$ cat src/rtl/dma_controller_pkg.sv
// Shared sizes and FSM state encoding for the block-transfer DMA controller.
package dma_controller_pkg;

  localparam int WORD_SIZE       = 16;
  localparam int BLOCK_SIZE      = 64;
  localparam int WORDS_PER_BLOCK = 4;

  typedef enum logic [2:0] {
    IDLE  = 3'd0,
    REQ   = 3'd1,
    WRITE = 3'd2,
    NEXT  = 3'd3,
    DONE  = 3'd4
  } state_t;

endpackage

$ cat src/rtl/dma_controller.sv
// Moves NUM_BLOCKS device blocks to consecutive memory block addresses, arbitrating
// for the bus with BR/BG and raising an interrupt when the whole command is done.
module dma_controller #(
  parameter int WORD_SIZE  = dma_controller_pkg::WORD_SIZE,
  parameter int BLOCK_SIZE = dma_controller_pkg::BLOCK_SIZE,
  parameter int NUM_BLOCKS = 3
) (
  input  logic                  clk,
  input  logic                  reset,
  input  logic                  cmd_valid,
  input  logic [WORD_SIZE-1:0]  cmd_addr,
  output logic                  BR,
  input  logic                  BG,
  input  logic [BLOCK_SIZE-1:0] dev_data,
  output logic                  dev_rd,
  output logic                  mem_write,
  output logic [WORD_SIZE-1:0]  mem_addr,
  output logic [BLOCK_SIZE-1:0] mem_data,
  input  logic                  mem_ready,
  output logic                  dma_end_interrupt,
  output logic                  busy
);
  import dma_controller_pkg::*;

  localparam int               CNT_W    = $clog2(NUM_BLOCKS + 1);
  localparam int               LANE_W   = BLOCK_SIZE / WORDS_PER_BLOCK;
  localparam logic [CNT_W-1:0] LAST_BLK = CNT_W'(NUM_BLOCKS - 1);

  state_t               state_reg, state_next;
  logic [WORD_SIZE-1:0] base_reg, base_next;
  logic [CNT_W-1:0]     blk_cnt_reg, blk_cnt_next;
  logic                 br_reg, mem_write_reg, dev_rd_reg, irq_reg;
  logic [WORD_SIZE-1:0] blk_offset;

  // Strobes are registered from the next state so they line up with state_reg
  always_ff @(posedge clk or posedge reset) begin
    if (reset) begin
      state_reg     <= IDLE;
      base_reg      <= '0;
      blk_cnt_reg   <= '0;
      br_reg        <= 1'b0;
      mem_write_reg <= 1'b0;
      dev_rd_reg    <= 1'b0;
      irq_reg       <= 1'b0;
    end else begin
      state_reg     <= state_next;
      base_reg      <= base_next;
      blk_cnt_reg   <= blk_cnt_next;
      br_reg        <= (state_next == REQ) || (state_next == WRITE) || (state_next == NEXT);
      mem_write_reg <= (state_next == WRITE);
      dev_rd_reg    <= (state_next == NEXT);
      irq_reg       <= (state_next == DONE);
    end
  end

  always_comb begin
    state_next   = state_reg;
    base_next    = base_reg;
    blk_cnt_next = blk_cnt_reg;
    case (state_reg)
      IDLE: begin
        if (cmd_valid) begin
          base_next    = cmd_addr;
          blk_cnt_next = '0;
          state_next   = REQ;
        end
      end
      REQ: begin
        if (BG) state_next = WRITE;
      end
      WRITE: begin
        // A write accepted in the same cycle the grant drops still counts
        if (mem_ready)  state_next = NEXT;
        else if (!BG)   state_next = REQ;
      end
      NEXT: begin
        blk_cnt_next = blk_cnt_reg + CNT_W'(1);
        state_next   = (blk_cnt_reg == LAST_BLK) ? DONE : WRITE;
      end
      DONE: begin
        if (!BG) state_next = IDLE;
      end
      default: state_next = IDLE;
    endcase
  end

  assign blk_offset = WORD_SIZE'(blk_cnt_reg) * WORD_SIZE'(WORDS_PER_BLOCK);
  assign mem_addr   = mem_write_reg ? (base_reg + blk_offset) : '0;

  genvar gi;
  generate
    for (gi = 0; gi < WORDS_PER_BLOCK; gi++) begin : g_lane
      assign mem_data[gi*LANE_W +: LANE_W] = mem_write_reg ? dev_data[gi*LANE_W +: LANE_W] : '0;
    end
  endgenerate

  assign BR                = br_reg;
  assign mem_write         = mem_write_reg;
  assign dev_rd            = dev_rd_reg;
  assign dma_end_interrupt = irq_reg;
  assign busy              = (state_reg != IDLE);

endmodule

$ cat config.mk
export PLATFORM = sky130hd
export DESIGN_NAME = dma_controller
export DESIGN_NICKNAME = d
export VERILOG_FILES = /design/src/rtl/dma_controller_pkg.sv /design/src/rtl/dma_controller.sv
export SDC_FILE = /design/constraint.sdc
export NUM_CORES = 1
export LEC_CHECK = 0
export CAP_MARGIN = 40
export CORE_MARGIN = 4
export CORE_UTILIZATION = 34
export CTS_CLUSTER_SIZE = 24
export DETAILED_ROUTE_END_ITERATION = 8
export PLACE_DENSITY_LB_ADDON = 0.05
export REMOVE_ABC_BUFFERS = 1
export SLEW_MARGIN = 20
export SYNTH_ARGS = -nofsm -noshare
export SYNTH_HDL_FRONTEND = slang
export SYNTH_SLANG_ARGS = --single-unit
$ cat constraint.sdc
create_clock -name clk -period 5 [get_ports clk]
set_input_delay 1 -clock clk [delete_from_list [all_inputs] [get_ports clk]]
set_output_delay 1 -clock clk [all_outputs]
set_load 0.005 [all_outputs]
==> results of run 1 <==
[layer usage]
layer | part of all wire | track usage | routed length [µm] | vias up
met5 | 0 | 0 | 0 | -
met4 | 0.015 | 0.05980 | 107 | 0
met3 | 0.10 | 0.05748 | 724 | 11
met2 | 0.48 | 0.3462 | 3512 | 93
met1 | 0.40 | 0.2377 | 2924 | 915
li1 | - | - | - | 1003
[per-stage QoR]
step                  util  cells  area [µm²]
floorplan                -    196        1817
global placement    0.6868    435        3597
detailed placement  0.6935    437        3632
CTS                 0.7028    441        3681
global route        0.7028    441        3681
finish              0.7028    441        3681
[worst max-delay path, delay by kind of cell (launching register included)]
family	cells	cell delay (ns)
adder cells (fa/ha/maj)	2	0.60
AND/OR/NAND/NOR	2	0.48
buffers and inverters	2	0.52
flip-flops	1	0.42
AO/OA/AOI/OAI	2	0.41
[path summary, 6_finish.rpt]
check	cells past startpoint	slack, ns	endpoint	from
worst max-delay path	8	1.31	mem_addr[14]	blk_cnt_reg[0]
worst min-delay path	1	0.51	base_reg[1]	base_reg[1]
worst max register to register	3	3.26	base_reg[11]	state_reg[1]
worst min register to register	1	0.51	base_reg[1]	base_reg[1]
max in group asynchronous	3	3.52	base_reg[13]	reset
min in group asynchronous	2	1.02	state_reg[1]	reset
[cell families (layout without fill, tap and decap cells)]
family                     Yosys count  in the layout  synth area share
buffers and inverters               20            183           0.05242
DFF                                 25             25            0.3318
xor gates and xnor gates            10             10           0.04645
AOI/OAI and AO/OA                   15             15           0.05508
adders and majority gates            4              4           0.03053
and+or+nand+nor                    118            118            0.3729
muxes                               16             16            0.1108
[placed cells by master, fill, tap and decap left out]
cell,synthesis,layout
sky130_fd_sc_hd__nand4_1,2,2
sky130_fd_sc_hd__nor4_1,1,1
sky130_fd_sc_hd__clkbuf_8,0,3
sky130_fd_sc_hd__buf_12,1,1
sky130_fd_sc_hd__o21a_1,1,1
sky130_fd_sc_hd__xnor2_1,5,5
sky130_fd_sc_hd__inv_1,8,8
sky130_fd_sc_hd__nand2b_1,3,3
sky130_fd_sc_hd__xor2_1,5,5
sky130_fd_sc_hd__dfrtp_1,25,24
sky130_fd_sc_hd__clkinvlp_4,0,1
sky130_fd_sc_hd__ha_1,3,3
sky130_fd_sc_hd__clkdlybuf4s50_1,0,169
sky130_fd_sc_hd__nand2_1,11,11
sky130_fd_sc_hd__and2_1,77,77
sky130_fd_sc_hd__o311ai_0,2,2
sky130_fd_sc_hd__a211oi_1,2,2
sky130_fd_sc_hd__and4b_1,1,1
sky130_fd_sc_hd__buf_8,0,1
sky130_fd_sc_hd__nand3_1,3,3
sky130_fd_sc_hd__a21oi_1,4,4
sky130_fd_sc_hd__mux2_4,8,8
sky130_fd_sc_hd__nor3_1,3,3
sky130_fd_sc_hd__and3_1,3,3
sky130_fd_sc_hd__o41ai_1,1,1
sky130_fd_sc_hd__nor2_1,9,9
sky130_fd_sc_hd__mux2i_1,1,1
sky130_fd_sc_hd__mux2_2,7,7
sky130_fd_sc_hd__nor2_8,1,1
sky130_fd_sc_hd__o21ai_0,3,3
sky130_fd_sc_hd__nor2b_1,3,3
sky130_fd_sc_hd__dfrtp_2,0,1
sky130_fd_sc_hd__a32o_1,2,2
sky130_fd_sc_hd__or3_4,1,1
sky130_fd_sc_hd__fa_1,1,1
[Yosys cell counts, types with 4 or more instances]
master                     count
sky130_fd_sc_hd__dfrtp_1      25
sky130_fd_sc_hd__mux2_2        7
sky130_fd_sc_hd__nor2_1        9
sky130_fd_sc_hd__nand2_1      11
sky130_fd_sc_hd__a21oi_1       4
sky130_fd_sc_hd__inv_1         8
sky130_fd_sc_hd__mux2_4        8
sky130_fd_sc_hd__clkbuf_1     10
sky130_fd_sc_hd__xor2_1        5
sky130_fd_sc_hd__xnor2_1       5
sky130_fd_sc_hd__and2_1       77
[power groups by stage]
stage	Combinational (mW)	Clock [mW]	Sequential (mW)
2_1_floorplan	0.423	0	0.410
3_3_place_gp	0.858	0	0.450
3_5_place_dp	0.909	0	0.430
4_1_cts	0.915	0.127	0.426
5_1_grt	0.981	0.135	0.446
6_report	0.899	0.123	0.427
[area by class of cell]
cell class,count,area (µm²),share of cell area
sequential,25,626.9,0.1703
clock inverter,1,7.507,0.002039
multi-input combinational,163,1161,0.3154
clock buffer,3,41.29,0.01122
inverter,8,30.03,0.008158
timing repair buffer,171,1727,0.4691
tap,70,87.58,0.02379
==> impl_table.tex, run 1 <==
\begin{tabular}{lr}
\hline
Metric & Value \\
\hline
\multicolumn{2}{l}{\textbf{Status}} \\
\quad Outcome & complete, no violations \\
\multicolumn{2}{l}{\textbf{Worst setup path}} \\
\quad Slowest cell on crit path & sky130\_fd\_sc\_hd\_\_clkdlybuf4s50\_1 \\
\quad Worst Setup Start Kind & flip-flop \\
\quad Endpoint type of the worst setup path & output pin \\
\quad Crit path max fanout & 5 \\
\quad Data arrival, critical path & about 2.7 ns \\
\quad Critical path type & flip-flop to output pin \\
\quad Required time reported for the critical path endpoint & roughly 4.0 ns \\
\quad Largest incremental delay on the critical path & approximately 0.47 ns \\
\quad Critical-path cell list & ha\_1 -> inv\_1 -> fa\_1 -> and4b\_1 -> nand2\_1 -> o311ai\_0 -> o41ai\_1 -> clkdlybuf4s50\_1 \\
\multicolumn{2}{l}{\textbf{Floorplanning}} \\
\quad Initial Utilization & 0.3600 \\
\quad Number of ports placed on the die boundary & between 150 and 200 \\
\quad Die area & about 0.0068 mm² \\
\quad CORE AREA & 0.005238 mm² \\
\quad Die span in y & about 82 µm \\
\quad Standard-cell rows & 26 \\
\quad Die width & 82.47 µm \\
\multicolumn{2}{l}{\textbf{Clock network}} \\
\quad Total CTS buffers & 3 \\
\quad Root buf cell & sky130\_fd\_sc\_hd\_\_clkbuf\_8 \\
\quad Post-cts gate resize count & 0 \\
\quad Post-CTS setup buffer count & 0 \\
\quad Clock-pin slew on the worst setup and hold paths & 0.09 ns \\
\quad Number of levels the H-tree was split into & 1 \\
\quad Number of clock sinks & 25 \\
\quad Clock tree from TritonCTS & built \\
\quad Clk buf depth & 2 \\
\quad Post-cts hold buffer count & 0 \\
\quad Later-pin clock latency in the skew report & about 0.27 ns \\
\multicolumn{2}{l}{\textbf{Pwr}} \\
\quad Power dissipated by switching net loads & a little over 500 µW \\
\quad Power share of the clock group & 0.085 \\
\quad Leakage power total & about 1.5 nW \\
\quad Total power per unit cell area & 393.7 mW/mm² \\
\quad Worst IR Drop VDD & 423.5 µV \\
\quad Switching power as a share of total power & 0.3568 \\
\quad Int Pwr & $\sim$930 µW \\
\quad Pwr Total & approximately 1.4 mW \\
\quad Sequential share of power & 0.295 \\
\quad Combinational cell fraction of total power & 0.620 \\
\multicolumn{2}{l}{\textbf{Synth}} \\
\quad Synth top area share & 0.3318 \\
\quad Commonest register cell after synthesis & sky130\_fd\_sc\_hd\_\_dfrtp\_1 \\
\quad Ranking of synthesized cells by area & sky130\_fd\_sc\_hd\_\_dfrtp\_1, sky130\_fd\_sc\_hd\_\_and2\_1, sky130\_fd\_sc\_hd\_\_mux2\_4 \\
\quad Synthesis Warnings & 0 \\
\quad Number of cells produced by synthesis & about 210 \\
\quad Synth async-reset ratio & 1.000 \\
\quad Mean area per synthesized cell & around 9.1 µm² \\
\quad Number of flip-flops and latches in the synthesized netlist & 25 \\
\quad Post-synth top area cell & sky130\_fd\_sc\_hd\_\_dfrtp\_1 \\
\quad Synthesized cell area & roughly 0.0019 mm² \\
\quad Number of synthesized flops with an enable pin & 0 \\
\quad Sequential element share of the synthesized area & 0.3318 \\
\quad Number of distinct library cell variants in the gate-level netlist after synthesis & 32 \\
\multicolumn{2}{l}{\textbf{Cells and area}} \\
\quad Flip-flop count of the largest register, all copies and words added & 16 \\
\quad Final nets & roughly 460 \\
\quad Fillers & 420 \\
\quad Layout cells sized above 1 & 0.06469 \\
\quad Post-synthesis to final-layout area growth & 95.22\% \\
\quad Number of antenna repair diodes & 0 \\
\multicolumn{2}{l}{\textbf{Route}} \\
\quad Post-DRT Antenna Nets & 0 \\
\quad Drt via density & about 4.6 \\
\quad Residual DRC count & 0 \\
\quad Number of detailed-routing iterations run before antenna repair & 4 \\
\quad Sum of routed wire length over all layers & 7.270 mm \\
\quad Via count & 2022 \\
\quad Routed wire length per instance & 16.49 µm \\
\quad Initial DRC count & between 40 and 50 \\
\multicolumn{2}{l}{\textbf{Timing}} \\
\quad RSZ-0062 raised after global routing & false \\
\quad Tightest slew margin relative to the limit & 0.6896 \\
\quad Total Negative Setup Slacks & 0 ns \\
\quad Final Slew Violations & 0 \\
\quad Achievable frequency & between 200 and 300 MHz \\
\quad Worst path setup slack after routing & $\sim$1.3 ns \\
\quad Setup violation total in the final timing report & 0 \\
\quad Largest clock skew in the final design & between 0.003 and 0.004 ns \\
\quad Minimum hold slack & around 0.51 ns \\
\quad Tmin final & 3.692 ns \\
\quad Final Hold Viols & 0 \\
\quad Share of the cycle needed by the critical path after routing & 0.7384 \\
\quad Actual slew at the worst max-slew pin & $\sim$0.46 ns \\
\multicolumn{2}{l}{\textbf{Run}} \\
\quad Max-capacitance violation count & 0 \\
\multicolumn{2}{l}{\textbf{Global routing}} \\
\quad First-pass GRT wire length & 10.08 mm \\
\quad Vias in the first global route & between 1500 and 2000 \\
\quad Aggregate global-route resource usage & 0.1997 \\
\quad Overall overflow remaining after global route & 0 \\
\quad Pin count of the biggest net entering global routing & between 50 and 60 \\
\quad Initial antenna violation count & 0 \\
\multicolumn{2}{l}{\textbf{Placement}} \\
\quad Number of I/O port buffers & 169 \\
\quad Routability congestion estimate & approximately 0.79 \\
\quad Post-DP HPWL & $\sim$6.0 mm \\
\quad Worst slack, placed & approximately 1.6 ns \\
\multicolumn{2}{l}{\textbf{Worst hold path}} \\
\quad Worst hold-check path type & flip-flop to flip-flop \\
\hline
\end{tabular}
(Power assumes the default switching activity.)
==> run 2, diff against run 1 <==
Settings changed: CORE_UTILIZATION 34 to 31.
Clock period 5 ns to 3.7 ns, I/O delays scaled along.
==> run 2 against run 1 <==
Effect of this change:
- sequential cell count unchanged
- routed wire length decreased by 2.8%
- die area increased by 8.7%
- clock power increased by 36%
- register-to-register slack got worse by 1.3 ns
- sequential power increased by 32%
==> impl_table.tex, run 2 (synthesized netlist as in run 1, its figures left out) <==
\begin{tabular}{lr}
\hline
Metric & Value \\
\hline
\multicolumn{2}{l}{\textbf{Status}} \\
\quad Outcome & complete, no violations \\
\multicolumn{2}{l}{\textbf{Floorplanning}} \\
\quad Number of ports placed on the die boundary & 170 (unchanged) \\
\quad Initial Utilization & 0.3185 (-0.04154) \\
\quad Die area & 0.007394 mm² (+8.7\%) \\
\quad Die width & 85.99 µm (+4.3\%) \\
\quad CORE AREA & 0.005921 mm² (+13\%) \\
\quad Die span in y & 85.99 µm (+4.3\%) \\
\quad Standard-cell rows & 28 (+7.7\%) \\
\multicolumn{2}{l}{\textbf{Clock network}} \\
\quad Clk buf depth & 2 (unchanged) \\
\quad Post-CTS setup buffer count & 0 (unchanged) \\
\quad Number of levels the H-tree was split into & 1 (unchanged) \\
\quad Clock-pin slew on the worst setup and hold paths & 0.09 ns (about the same) \\
\quad Number of clock sinks & 25 (unchanged) \\
\quad Clock tree from TritonCTS & built \\
\quad Total CTS buffers & 3 (unchanged) \\
\quad Post-cts hold buffer count & 0 (unchanged) \\
\quad Later-pin clock latency in the skew report & 0.28 ns (about the same) \\
\quad Root buf cell & sky130\_fd\_sc\_hd\_\_clkbuf\_8 \\
\quad Post-cts gate resize count & 0 (unchanged) \\
\multicolumn{2}{l}{\textbf{Route}} \\
\quad Residual DRC count & 0 (unchanged) \\
\quad Via count & 1994 (-1.4\%) \\
\quad Post-DRT Antenna Nets & 0 (unchanged) \\
\quad Drt via density & 4.471 (-2.5\%) \\
\quad Initial DRC count & 36 (-20\%) \\
\quad Number of detailed-routing iterations run before antenna repair & 4 (unchanged) \\
\quad Routed wire length per instance & 15.84 µm (-3.9\%) \\
\quad Sum of routed wire length over all layers & 7.066 mm (-2.8\%) \\
\multicolumn{2}{l}{\textbf{Worst setup path}} \\
\quad Required time reported for the critical path endpoint & 2.96 ns (-1.04 ns) \\
\quad Worst Setup Start Kind & flip-flop \\
\quad Data arrival, critical path & 2.69 ns (about the same) \\
\quad Critical path type & flip-flop to output pin \\
\quad Crit path max fanout & 5 (unchanged) \\
\quad Endpoint type of the worst setup path & output pin \\
\multicolumn{2}{l}{\textbf{Pwr}} \\
\quad Total power per unit cell area & 528.3 mW/mm² (+34\%) \\
\quad Leakage power total & 1.501 nW (+0.37\%) \\
\quad Worst IR Drop VDD & 360.8 µV (-15\%) \\
\quad Pwr Total & 1.947 mW (+34\%) \\
\multicolumn{2}{l}{\textbf{Cells and area}} \\
\quad Post-Layout Cell Count & 446 (+1.1\%) \\
\quad Final nets & 461 (unchanged) \\
\quad Number of antenna repair diodes & 0 (unchanged) \\
\quad Most common cell after layout, fill and taps aside & sky130\_fd\_sc\_hd\_\_clkdlybuf4s50\_1 \\
\quad Commonest cells after routing, fill and taps aside & sky130\_fd\_sc\_hd\_\_clkdlybuf4s50\_1, sky130\_fd\_sc\_hd\_\_and2\_1, sky130\_fd\_sc\_hd\_\_dfrtp\_1, sky130\_fd\_sc\_hd\_\_nand2\_1, sky130\_fd\_sc\_hd\_\_nor2\_1 \\
\quad Post-synthesis to final-layout area growth & 95.42\% \\
\quad Layout cells sized above 1 & 0.06469 (unchanged) \\
\quad Flip-flop count of the largest register, all copies and words added & 16 (unchanged) \\
\multicolumn{2}{l}{\textbf{Timing}} \\
\quad Final Slew Violations & 0 (unchanged) \\
\quad Setup violation total in the final timing report & 0 (unchanged) \\
\quad Share of the cycle needed by the critical path after routing & 0.9274 \\
\quad Largest clock skew in the final design & 0.006026 ns (+0.002554 ns) \\
\quad Tightest slew margin relative to the limit & 0.6475 (-0.04209) \\
\quad Achievable frequency & approximately 300 MHz \\
\quad Total Negative Setup Slacks & 0 ns (unchanged) \\
\quad Actual slew at the worst max-slew pin & 0.5281 ns (+0.06839 ns) \\
\quad Final Hold Viols & 0 (unchanged) \\
\quad Minimum hold slack & 0.5074 ns (+0.001517 ns) \\
\quad Tmin final & 3.431 ns \\
\quad RSZ-0062 raised after global routing & false \\
\multicolumn{2}{l}{\textbf{Placement}} \\
\quad Post-placement cell count & 442 (+1.1\%) \\
\quad Number of I/O port buffers & 169 (unchanged) \\
\quad Routability congestion estimate & 0.8330 (+6.0\%) \\
\quad Post-DP HPWL & 5.884 mm (-1.5\%) \\
\multicolumn{2}{l}{\textbf{Global routing}} \\
\quad Overall overflow remaining after global route & 0 (unchanged) \\
\quad Vias in the first global route & 1926 (+3.4\%) \\
\quad Initial antenna violation count & 0 (unchanged) \\
\quad Aggregate global-route resource usage & 0.1869 (-0.01285) \\
\quad Pin count of the biggest net entering global routing & 67 (+31\%) \\
\quad First-pass GRT wire length & 10.68 mm (+6.0\%) \\
\multicolumn{2}{l}{\textbf{Worst hold path}} \\
\quad Worst hold-check path type & flip-flop to flip-flop \\
\multicolumn{2}{l}{\textbf{Run}} \\
\quad Max-capacitance violation count & 0 (unchanged) \\
\hline
\end{tabular}
run 2: cell types whose count changed in the layout (fill, tap and decap cells not counted), sizes merged:
cell	before	now
clkinvlp	1	0
clkinv	0	1
run 2: through the flow:
stage               setup slack (ns)    util  cell area [µm²]
finish                        0.2686  0.6224             3685
global route                 0.07321  0.6224             3685
CTS                           0.2587  0.6224             3685
detailed placement            0.5784  0.6145             3638
global placement              0.5999  0.6099             3611
floorplan                      1.194       -             1817
run 2: final timing paths:
| check | start | endpoint | slack (ns) | cells past startpoint |
|---|---|---|---|---|
| worst max-delay path | blk_cnt_reg[0] | mem_addr[14] | 0.27 | 8 |
| worst min-delay path | base_reg[1] | base_reg[1] | 0.51 | 1 |
| worst max register to register | state_reg[1] | base_reg[1] | 1.93 | 3 |
| worst min register to register | base_reg[1] | base_reg[1] | 0.51 | 1 |
| max in group asynchronous | reset | mem_write | 2.45 | 3 |
| min in group asynchronous | reset | base_reg[14] | 0.79 | 2 |
run 2: report_power, final:
group,leakage (nW),switching (mW),internal (mW),total [mW]
sequential,0.301,0.160,0.403,0.563
combinational,1.17,0.444,0.772,1.22
clock,0.0255,0.0914,0.0756,0.167
run 2: routing by layer:
metal | wire length [µm] | share of wire | GRT usage | up-vias
li1 | - | - | - | 1000
met1 | 2881 | 0.41 | 0.2187 | 903
met2 | 3576 | 0.51 | 0.3406 | 80
met3 | 435 | 0.062 | 0.03074 | 11
met4 | 173 | 0.024 | 0.06619 | 0
met5 | 0 | 0 | 0 | -
run 2: worst max-delay path, stage by stage (launching register included):
cell                              delay, ns
sky130_fd_sc_hd__dfrtp_1               0.41
sky130_fd_sc_hd__ha_1                  0.20
sky130_fd_sc_hd__inv_1                 0.06
sky130_fd_sc_hd__fa_1                  0.42
sky130_fd_sc_hd__and4b_1               0.37
sky130_fd_sc_hd__nand2_1               0.09
sky130_fd_sc_hd__o311ai_0              0.28
sky130_fd_sc_hd__o41ai_1               0.13
sky130_fd_sc_hd__clkdlybuf4s50_1       0.46
run 2: layout make-up:
class,instances,area [µm²]
Multi-Input combinational cell,163,1161
Clock buffer,3,41.29
Clock inverter,1,5.005
Sequential cell,25,626.9
Tap cell,75,93.84
Fill cell,514,2236
Inverter,8,30.03
Timing Repair Buffer,171,1727
==> run 3, diff against run 2 <==
Settings changed: CORE_UTILIZATION 31 to 34.
Clock period 3.7 ns to 4.1 ns, I/O delays scaled along.
==> run 3 against run 2 <==
Effect of this change:
- register-to-register slack improved by 0.43 ns
- clock power shrank 14%
- final area is 0.20% lower
- global-route usage rose by 0.92 points
- utilization rose by 8.0 points
- combinational power shrank 12%
- final cell count is 1.1% lower
- hold slack worse by 0.0018 ns
- clock skew is 0.0051 ns lower
- power is 10% lower
- sequential power is 5.7% lower
- critical path type unchanged
==> impl_table.tex, run 3 (synthesized netlist as in run 1, its figures left out) <==
\begin{tabular}{lr}
\hline
Metric & Value \\
\hline
\multicolumn{2}{l}{\textbf{Cells and area}} \\
\quad Register area & 626.9 µm² (unchanged) \\
\quad Commonest cells after routing, fill and taps aside & sky130\_fd\_sc\_hd\_\_clkdlybuf4s50\_1, sky130\_fd\_sc\_hd\_\_and2\_1, sky130\_fd\_sc\_hd\_\_dfrtp\_1, sky130\_fd\_sc\_hd\_\_nand2\_1, sky130\_fd\_sc\_hd\_\_nor2\_1 \\
\quad Number of antenna repair diodes & 0 (unchanged) \\
\quad Multi-input combinational cell area & 0.001161 mm² (unchanged) \\
\quad Post-synthesis to final-layout area growth & 95.02\% \\
\quad Layout cells sized above 1 & 0.06199 (-0.002695) \\
\quad Fillers & 431 (-16\%) \\
\quad Final nets & 461 (unchanged) \\
\quad Most common cell after layout, fill and taps aside & sky130\_fd\_sc\_hd\_\_clkdlybuf4s50\_1 \\
\quad Flip-flop count of the largest register, all copies and words added & 16 (unchanged) \\
\multicolumn{2}{l}{\textbf{Timing}} \\
\quad Setup violation total in the final timing report & 0 (unchanged) \\
\quad RSZ-0062 raised after global routing & false \\
\quad Largest clock skew in the final design & 0.0009719 ns (-0.005054 ns) \\
\quad Tmin final & 3.514 ns \\
\quad Achievable frequency & 284.6 MHz \\
\quad Tightest slew margin relative to the limit & 0.5233 (-0.1242) \\
\quad Final Slew Violations & 0 (unchanged) \\
\quad Final Hold Viols & 0 (unchanged) \\
\quad Share of the cycle needed by the critical path after routing & 0.8571 \\
\quad Actual slew at the worst max-slew pin & 0.7150 ns (+0.1868 ns) \\
\quad Total Negative Setup Slacks & 0 ns (unchanged) \\
\multicolumn{2}{l}{\textbf{Route}} \\
\quad Drt via density & 4.438 (-0.74\%) \\
\quad Post-DRT Antenna Nets & 0 (unchanged) \\
\quad Routed wire length per instance & 16.05 µm (+1.3\%) \\
\quad Number of detailed-routing iterations run before antenna repair & 4 (unchanged) \\
\quad Sum of routed wire length over all layers & 7.078 mm (+0.17\%) \\
\quad Via count & 1957 (-1.9\%) \\
\quad Initial DRC count & 61 (+69\%) \\
\quad Residual DRC count & 0 (unchanged) \\
\multicolumn{2}{l}{\textbf{Worst setup path}} \\
\quad Worst Setup Start Kind & flip-flop \\
\quad Largest incremental delay on the critical path & 0.56 ns (+0.10 ns) \\
\quad Critical path origin & blk\_cnt\_reg[0] \\
\quad R2R setup slack & 2.36 ns (+0.43 ns) \\
\quad Critical-path cell list & ha\_1 -> inv\_1 -> fa\_1 -> and4b\_1 -> nand2\_1 -> o41ai\_1 -> clkdlybuf4s50\_1 \\
\quad Reg2Reg Depth & 3 (unchanged) \\
\quad Buffering stage count on the worst path with inverters included & 2 (unchanged) \\
\quad Last element of the critical path & mem\_addr[14] \\
\quad Startpoint of the worst register-to-register path & state\_reg[1] \\
\quad Depth of the critical timing path with buffers and inverters included & 7 (-1) \\
\quad Slowest cell on crit path & sky130\_fd\_sc\_hd\_\_clkdlybuf4s50\_1 \\
\quad Data arrival, critical path & 2.69 ns (about the same) \\
\quad Kind of cell adding the most delay to the critical path & buffers and inverters \\
\quad Endpoint of the worst register-to-register path & base\_reg[12] \\
\quad Required time reported for the critical path endpoint & 3.28 ns (+0.32 ns) \\
\quad Endpoint type of the worst setup path & output pin \\
\quad Critical path type & flip-flop to output pin \\
\quad Crit path max fanout & 5 (unchanged) \\
\multicolumn{2}{l}{\textbf{Clock network}} \\
\quad Post-CTS setup buffer count & 0 (unchanged) \\
\quad Clock tree from TritonCTS & built \\
\quad Post-cts hold buffer count & 0 (unchanged) \\
\quad Post-cts gate resize count & 0 (unchanged) \\
\quad Number of clock sinks & 25 (unchanged) \\
\quad Total CTS buffers & 3 (unchanged) \\
\quad Number of levels the H-tree was split into & 1 (unchanged) \\
\quad Clk buf depth & 2 (unchanged) \\
\quad Root buf cell & sky130\_fd\_sc\_hd\_\_clkbuf\_8 \\
\quad Later-pin clock latency in the skew report & 0.26 ns (-0.02 ns) \\
\quad Clock-pin slew on the worst setup and hold paths & 0.08 ns (about the same) \\
\multicolumn{2}{l}{\textbf{Floorplanning}} \\
\quad Standard-cell rows & 26 (-7.1\%) \\
\quad Die area & 0.006801 mm² (-8.0\%) \\
\quad Die width & 82.47 µm (-4.1\%) \\
\quad Die span in y & 82.47 µm (-4.1\%) \\
\quad CORE AREA & 0.005238 mm² (-12\%) \\
\quad Initial Utilization & 0.3600 (+0.04154) \\
\quad Number of ports placed on the die boundary & 170 (unchanged) \\
\multicolumn{2}{l}{\textbf{Global routing}} \\
\quad Initial antenna violation count & 1 (+1) \\
\quad Aggregate global-route resource usage & 0.1960 (+0.009154) \\
\quad Overall overflow remaining after global route & 0 (unchanged) \\
\quad Vias in the first global route & 1753 (-9.0\%) \\
\quad First-pass GRT wire length & 9.887 mm (-7.4\%) \\
\quad Pin count of the biggest net entering global routing & 58 (-13\%) \\
\multicolumn{2}{l}{\textbf{Pwr}} \\
\quad Leakage power total & 1.499 nW (-0.18\%) \\
\quad Worst IR Drop VDD & 449.7 µV (+25\%) \\
\quad Total power per unit cell area & 474.1 mW/mm² (-10\%) \\
\quad Pwr Total & 1.743 mW (-10\%) \\
\multicolumn{2}{l}{\textbf{Run}} \\
\quad Max-capacitance violation count & 0 (unchanged) \\
\multicolumn{2}{l}{\textbf{Placement}} \\
\quad Post-DP HPWL & 5.902 mm (+0.31\%) \\
\quad Routability congestion estimate & 0.8001 (-3.9\%) \\
\quad Number of I/O port buffers & 169 (unchanged) \\
\multicolumn{2}{l}{\textbf{Status}} \\
\quad Outcome & complete, no violations \\
\multicolumn{2}{l}{\textbf{Worst hold path}} \\
\quad Startpoint of the worst hold path & base\_reg[1] \\
\quad Worst hold-check path type & flip-flop to flip-flop \\
\hline
\end{tabular}
-- run 3: cell types whose count changed in the layout (fill, tap and decap cells not counted) --
cell	before	now
sky130_fd_sc_hd__clkbuf_1	0	1
sky130_fd_sc_hd__clkinv_2	1	0
-- run 3: area by class of cell --
class	count	share of cell area
inverter	8	0.008166
tap	70	0.02382
timing repair buffer	171	0.4695
multi-input combinational	163	0.3158
clock buffer	4	0.01225
sequential	25	0.1705
-- run 3: layer usage --
metal,global-route usage,share of wire
met1,0.2376,0.40
met2,0.3357,0.48
met5,0,0.0018
met3,0.06725,0.11
met4,0.03987,0.0075
-- run 3: worst register-to-register path, stage by stage (launching register included) --
cell,delay (ns)
sky130_fd_sc_hd__dfrtp_1,0.48
sky130_fd_sc_hd__or3_4,0.46
sky130_fd_sc_hd__nor2_8,0.30
sky130_fd_sc_hd__mux2_2,0.39
-- run 3: per-stage QoR --
| stage | util | hold WS, ns | setup WS [ns] | std cells | area, µm² |
|---|---|---|---|---|---|
| after floorplan | - | 0.4728 | 1.514 | 196 | 1817 |
| after global placement | 0.6882 | 0.4824 | 0.9145 | 436 | 3605 |
| after detailed placement | 0.6935 | 0.4894 | 0.8758 | 437 | 3632 |
| after CTS | 0.7021 | 0.5083 | 0.5617 | 441 | 3677 |
| after global routing | 0.7021 | 0.5256 | 0.3781 | 441 | 3677 |
| final | 0.7021 | 0.5056 | 0.5859 | 441 | 3677 |
-- run 3: power breakdown --
part           switching [mW]  leakage, nW  internal, mW
combinational           0.373         1.17         0.697
sequential              0.168        0.301         0.363
clock                  0.0732       0.0228        0.0694
-- run 3: worst min-delay path by stage --
| stage | end | slack, ns | cells past startpoint |
|---|---|---|---|
| after global placement | base_reg[1] | 0.48 | 1 |
| after detailed placement | base_reg[1] | 0.49 | 1 |
| after floorplan | base_reg[0] | 0.47 | 1 |
| after CTS | base_reg[1] | 0.51 | 1 |
| after global routing | base_reg[1] | 0.53 | 1 |
| final | base_reg[1] | 0.51 | 1 |
